<file path="src/rtl/qam_demod.sv">
// 16-QAM coherent demodulator: correlates the passband stream against a local carrier,
// integrates each symbol, slices to the nearest level and queues symbols in a small FIFO.
module qam_demod #(
    parameter int SAMPLES_PER_SYM = 16,
    parameter int ACC_W           = 24,
    parameter int FIFO_DEPTH      = 4
) (
    input  logic       axi_clk,
    input  logic       axi_rstn,
    input  logic       qam_valid,
    input  logic [9:0] qam_in,
    input  logic       cor_valid,
    input  logic       cor_zero,
    input  logic [7:0] sin,
    input  logic [7:0] cos,
    output logic       dout_valid,
    output logic [3:0] dout,
    input  logic       dout_ready,
    output logic       sync_err,
    output logic       overflow
);

    localparam int CNT_W = $clog2(SAMPLES_PER_SYM);
    localparam int PTR_W = $clog2(FIFO_DEPTH);
    localparam logic signed [ACC_W-1:0] THR     = ACC_W'(SAMPLES_PER_SYM * 4096);
    localparam logic signed [ACC_W-1:0] NEG_THR = -THR;

    typedef enum logic [1:0] {
        IDLE,
        ACCUM,
        DECIDE
    } state_t;

    state_t           state_q, state_d;
    logic [CNT_W-1:0] cnt_q, cnt_d;
    logic             acc_en;
    logic             take, first, last, sync_hit;

    assign acc_en = qam_valid && cor_valid;

    always_ff @(posedge axi_clk or negedge axi_rstn) begin
        if (!axi_rstn) begin
            state_q  <= IDLE;
            cnt_q    <= '0;
            sync_err <= 1'b0;
        end else begin
            state_q  <= state_d;
            cnt_q    <= cnt_d;
            sync_err <= sync_hit;
        end
    end

    // NOTE: every output of this block gets a default first, so no path can infer a latch.
    always_comb begin
        state_d  = state_q;
        cnt_d    = cnt_q;
        take     = 1'b0;
        first    = 1'b0;
        last     = 1'b0;
        sync_hit = 1'b0;
        case (state_q)
            IDLE: begin
                if (acc_en && cor_zero) begin
                    take    = 1'b1;
                    first   = 1'b1;
                    cnt_d   = CNT_W'(1);
                    state_d = ACCUM;
                end
            end
            ACCUM: begin
                if (acc_en) begin
                    if (cor_zero) begin
                        // Carrier phase zero restarts the symbol; a partial one is abandoned.
                        take     = 1'b1;
                        first    = 1'b1;
                        cnt_d    = CNT_W'(1);
                        sync_hit = (cnt_q != '0);
                    end else if (cnt_q != '0) begin
                        take = 1'b1;
                        if (cnt_q == CNT_W'(SAMPLES_PER_SYM - 1)) begin
                            last    = 1'b1;
                            cnt_d   = '0;
                            state_d = DECIDE;
                        end else begin
                            cnt_d = cnt_q + 1'b1;
                        end
                    end
                end
            end
            DECIDE: begin
                state_d = ACCUM;
                if (acc_en && cor_zero) begin
                    take  = 1'b1;
                    first = 1'b1;
                    cnt_d = CNT_W'(1);
                end
            end
            default: state_d = IDLE;
        endcase
    end

    // Stage 1: 3Q6 x 1Q6 products, LSB 2^-12.
    logic signed [17:0] qam_x, cos_x, sin_x;
    logic signed [17:0] pi_q, pq_q;
    logic               s1_take, s1_first, s1_last;

    assign qam_x = {{8{qam_in[9]}}, qam_in};
    assign cos_x = {{10{cos[7]}}, cos};
    assign sin_x = {{10{sin[7]}}, sin};

    always_ff @(posedge axi_clk or negedge axi_rstn) begin
        if (!axi_rstn) begin
            pi_q     <= '0;
            pq_q     <= '0;
            s1_take  <= 1'b0;
            s1_first <= 1'b0;
            s1_last  <= 1'b0;
        end else begin
            s1_take  <= take;
            s1_first <= first;
            s1_last  <= last;
            if (take) begin
                pi_q <= qam_x * cos_x;
                pq_q <= qam_x * sin_x;
            end
        end
    end

    // Stage 2: integrate over the symbol; the first product loads instead of adding.
    logic signed [ACC_W-1:0] acc_i_q, acc_q_q;
    logic                    s2_last;

    always_ff @(posedge axi_clk or negedge axi_rstn) begin
        if (!axi_rstn) begin
            acc_i_q <= '0;
            acc_q_q <= '0;
            s2_last <= 1'b0;
        end else begin
            s2_last <= s1_last;
            if (s1_take) begin
                acc_i_q <= s1_first ? ACC_W'(pi_q) : acc_i_q + ACC_W'(pi_q);
                acc_q_q <= s1_first ? ACC_W'(pq_q) : acc_q_q + ACC_W'(pq_q);
            end
        end
    end

    function automatic logic [1:0] slice(input logic signed [ACC_W-1:0] acc);
        if (acc >= THR)          return 2'b10;
        else if (!acc[ACC_W-1])  return 2'b11;
        else if (acc >= NEG_THR) return 2'b01;
        else                     return 2'b00;
    endfunction

    logic [3:0] sym;
    assign sym = {slice(acc_i_q), slice(acc_q_q)};

    // Output FIFO, show-ahead; a separate count tells full from empty.
    logic [3:0]       mem [FIFO_DEPTH];
    logic [PTR_W-1:0] wr_ptr, rd_ptr;
    logic [PTR_W:0]   count;
    logic             full, pop, do_push;

    assign full    = (count == (PTR_W + 1)'(FIFO_DEPTH));
    assign pop     = dout_valid && dout_ready;
    assign do_push = s2_last && (!full || pop);

    // NOTE: storage is deliberately not reset; the count alone decides what is valid.
    always_ff @(posedge axi_clk) begin
        if (do_push) mem[wr_ptr] <= sym;
    end

    always_ff @(posedge axi_clk or negedge axi_rstn) begin
        if (!axi_rstn) begin
            wr_ptr   <= '0;
            rd_ptr   <= '0;
            count    <= '0;
            overflow <= 1'b0;
        end else begin
            if (do_push) wr_ptr <= wr_ptr + 1'b1;
            if (pop)     rd_ptr <= rd_ptr + 1'b1;
            case ({do_push, pop})
                2'b10:   count <= count + 1'b1;
                2'b01:   count <= count - 1'b1;
                default: count <= count;
            endcase
            if (s2_last && full && !pop) overflow <= 1'b1;
        end
    end

    assign dout_valid = (count != '0);
    assign dout       = dout_valid ? mem[rd_ptr] : 4'h0;

endmodule

</file>
<file path="config.mk">
export PLATFORM = sky130hd
export DESIGN_NAME = qam_demod
export DESIGN_NICKNAME = d
export VERILOG_FILES = /design/src/rtl/qam_demod.sv
export SDC_FILE = /design/constraint.sdc
export NUM_CORES = 1
export LEC_CHECK = 0
export ABC_AREA = 1
export CORE_ASPECT_RATIO = 0.9
export CORE_MARGIN = 2
export CORE_UTILIZATION = 55
export DETAILED_ROUTE_END_ITERATION = 10
export GPL_TIMING_DRIVEN = 1
export HOLD_SLACK_MARGIN = 0.12
export PLACE_DENSITY = 0.72
export SKIP_CTS_REPAIR_TIMING = 1
export SLEW_MARGIN = 25
export SYNTH_ARGS = -nofsm -noshare
export SYNTH_HDL_FRONTEND = slang
export SYNTH_SLANG_ARGS = --single-unit
</file>
<file path="constraint.sdc">
create_clock -name axi_clk -period 3.15 [get_ports axi_clk]
set_input_delay 0.63 -clock axi_clk [delete_from_list [all_inputs] [get_ports axi_clk]]
set_output_delay 0.63 -clock axi_clk [all_outputs]
set_load 0.05 [all_outputs]
</file>
Word level (Yosys, flattened, before mapping)
Memory sizes are Yosys's and may differ from the RTL's.
Index checks and enable logic that the tools add are counted.

operators by class
  $add $sub $neg = 7
  multipliers = 2
  magnitude comparators = 4
  eq/ne operators = 13
  mux-type cells = 40
  reduce and logical (&&, ||, !) cells = 17

operators with widths
  kind                    count
  $add A24 B18 Y24        2
  $ge A24 B17 Y1 const B  2
  $ge A24 B18 Y1 const B  2
  $mux W24                2
  $mul A10 B8 Y18         2
  $mux W4                 6
  $mux W1                 18
  $mux W2                 9
  $ne A2 B2 Y1 const B    5
  $pmux W4 S2             1
  $logic_and A1 B1 Y1     6
  $pmux W2 S3             1
  $pmux W3 S2             1
  $reduce_and A5 Y1       1
  $add A2 B1 Y2 const B   2
  $add A4 B1 Y4 const B   1
  $eq A2 B1 Y1 const B    2
  $eq A2 B2 Y1 const B    2
  $eq A4 B4 Y1 const B    1
  $pmux W1 S2             2
  $reduce_and A4 Y1       1
  $reduce_bool A2 Y1      2
  $reduce_bool A4 Y1      1
  $add A3 B1 Y3 const B   1
  other kinds (9)         10

word-level totals
  register bits after elaboration = 103
  RAM bits = 16
  output and inout bits = 7
  logic and storage cells = 99
  memories = 1

memories
  name  words  width  rd ports  clocked after Yosys merged registers in  wr ports  RTL line  text
  mem   4      4      1         0                                        1         158       logic [3:0] mem [FIFO_DEPTH];

Logic depth before layout (Yosys ltp)
  word-level depth = 6
  gate-level depth with buffers = 22

Worst setup path after synthesis
No wires, ideal clock.

  kind = input to register
  start point = in qam_in[1]
  end point = reg pi_q[14]
  arrival = 4,515 ps
  data required time = 3,033 ps
  slack = -1,483 ps
  stages on the path = 19
  buffers on the path = 2
  cells stage by stage = clkbuf_1 > clkbuf_1 > nand2_1 > fa_1 > fa_1 > inv_1 > fa_1 > inv_1 > fa_1 > inv_1 > ha_1 > a21oi_1 > nand2_1 > a21boi_1 > o21ai_1 > nand2_1 > nand3_1 > nand3_1 > nand2_1

between the ends
  longest elaborated chain between the ends = 1

RTL lines
  what                    RTL line  text
  start: declaration      11        input logic [9:0] qam_in,
  $mul A10 B8 Y18         123       pi_q <= qam_x * cos_x;
  end signal: assignment  123
  end: declaration        104       logic signed [17:0] pi_q, pq_q;

No other way between the ends.
A chain may end at the register's enable or synchronous reset.

Worst setup path in the final report
  start point = in qam_in[9]
  end point = reg pi_q[16]

The elaborated chain is that of the path after synthesis.

==> out/qor.yml <==
syn_to_final_growth_pct: 24.7
timing.setup.critical_path_class: "input pin to flop"
die_y_um: 158
crit_fanout: 6
synth_edf_count: 16
maxSlewHeadroom_pct: 62.1
numClockSinks: 119
grt_pass1_vias: 12400
synthArstFlopShare_pct: 86.6
path_clk_slew_ns: 0.07
fillers: 2053
grt_max_degree: 72
core_um2: 26000
r2r_slack_ns: 0.91
cap_violations: 0
path_cells: "buf_8, buf_6, buf_4, nand2_2, inv_1, fa_2, inv_1, fa_2, fa_1, fa_1, inv_1, ha_4, inv_6, nor3_4, nand3_2, nand3_1, nand2_1, nand3_1, o21ai_0"
avgRoutedWirePerCell_um: 13.9
grt_antenna_before_repair: 0
finalWeightedCongestion: 0.921
drc: 0
synth_nets: 2331
final-setup-viol-count: 24
cp.required_ns: 3.46
drt_wl_total_mm: 35.6
grt_pass1_wl_mm: 57.4
io_pins: 39
dieArea_um2: 27700
drive_gt1_share_pct: 21.3
dr.pass1.iters: 5
synthCells: 2043
gr-total-overflow: 0
whs_ns: 0.151
port_buffers: 38
clock_skew_ns: 0.0120
ir_drop_mv: 0.499
post-route-min-period_ns: 3.95
cp_top_family: "adder cells"
hp-class: "input pin to async pin"
clockRootBuffer: "clkbuf_16"
start_kind: "input pin"
hpwl_mm: 26.5
num_rows: 56
drtAntennaViolNets: 0
syn_area_per_cell_um2: 7.10
slew_viol_final: 0
crit_path_frequent_cell: "inv_1"
yosys_register_bits: 119
cts_tree: "yes"
cts-buffers-inserted: 17
gr-usage-all-layers_pct: 25.2
vias: 13100
max_slew.worst_pin.slew_ns: 0.562
violations: "setup timing"
synth-seq-area-share_pct: 21.1
final-hold-violation-count: 0
final_common_cell: "nand2_1"
end_kind: "flop"
worstPathArrival_ns: 4.27
ys.warnings.count: 0
synth-main-ff-cell: "dfrtp_1"
via_per_inst: 5.10
p_leak_nw: 9.78
fin_crit_sh_pct: 125
start_util_pct: 55.8
cts_buffer_depth: 2
rsz0062_at_grt: "true"
dp_cells: 2493
netlist_area_um2: 14500
stdcell_count: 2563
synthDistinctLibCells: 36
fmax_ghz: 0.253
pre_cts_ws_ns: -1.73
antennaDiodeCount: 0
critPathSlowestCell: "fa_2"
drt_iter0_drc: 950
timing.final.ws_setup_ns: -0.803
layout_common_cells: "nand2_1, inv_1, nor2_1"
crit_path_max_incr_delay_ns: 0.57
outcome: "finished, violations left"
die_x_um: 175
layout.nets: 2490
insertion_delay_ns: 0.43
cts_max_level: 4
critPathBufInv: 7
p_per_area_nw_per_um2: 1020
layout make-up:
| class | instances | area [um^2] | share of cell area, % |
|---|---|---|---|
| clock buffer | 19 | 464 | 2.57 |
| clock inverter | 13 | 110 | 0.609 |
| inverter | 464 | 1750 | 9.68 |
| multi-input combinational | 1402 | 10400 | 57.5 |
| sequential | 119 | 3060 | 16.9 |
| tap | 348 | 435 | 2.41 |
| timing repair buffer | 198 | 1870 | 10.3 |
cell usage after synthesis, drive strengths merged, types with 19 or more instances:
cell type | n | area, um^2
nand3 | 87 | 445
xnor2 | 19 | 166
o21ai | 106 | 531
dfrtp | 103 | 2580
nand4 | 33 | 219
nand2 | 564 | 2140
clkbuf | 45 | 189
inv | 461 | 1730
nor2 | 166 | 668
xor2 | 29 | 254
fa | 137 | 2740
a21oi | 101 | 517
ha | 119 | 1490
metal layers:
layer  up-vias  track usage, %  wire, um
met5         -               0         0
met1      6151            34.8     16400
met4         0            5.20       531
met2       341            42.5     17000
li1       6521               -         -
met3        51            3.39      1670
state kept, by name, summed over array words and instances, names as in the netlist:
register,flops
count,3
overflow,1
acc_q_q,24
state_q,2
cnt_q,4
acc_i_q,24
wr_ptr,2
s1_last,1
sync_err,1
pi_q,18
s1_take,1
mem,16
pq_q,18
rd_ptr,2
s1_first,1
s2_last,1
worst paths after layout:
kind / startpoint / endpoint / cells after the start
hold reg to reg: s1_last / s2_last / 0
hold / removal: axi_rstn / acc_q_q[14] / 1
min in group axi_clk: s1_last / s2_last / 0
max in group asynchronous: axi_rstn / acc_i_q[16] / 2
setup reg to reg: pi_q[0] / acc_i_q[16] / 13
setup / recovery: qam_in[9] / pi_q[16] / 19
where the power goes:
part           switching (mW)  leakage (nW)  internal, mW
registers               0.575          1.40          2.15
logic                    7.83          8.11          6.06
clock network           0.798         0.275          1.09
cells by family after synthesis:
family / Yosys count / share of synthesized area (%)
buffers and inverters: 522 / 13.8
xor gates and xnor gates: 48 / 2.90
AOI/OAI and AO/OA: 226 / 8.19
and+or+nand+nor: 872 / 24.9
adders and majority gates: 256 / 29.2
DFF: 119 / 21.1
per-stage QoR:
stage | setup TNS [ns] | power, mW | instance area, um^2 | util (%)
after floorplan | -19.16 | 11.5 | 15100 | -
after global placement | -37.10 | 14.6 | 16400 | 63.2
after detailed placement | -39.12 | 14.9 | 16400 | 63.2
after CTS | -26.61 | 16.9 | 17000 | 65.4
after global routing | -16.55 | 20.4 | 18100 | 69.6
final | -13.44 | 18.5 | 18100 | 69.6
No activity file was read; power rests on OpenSTA's default activity.
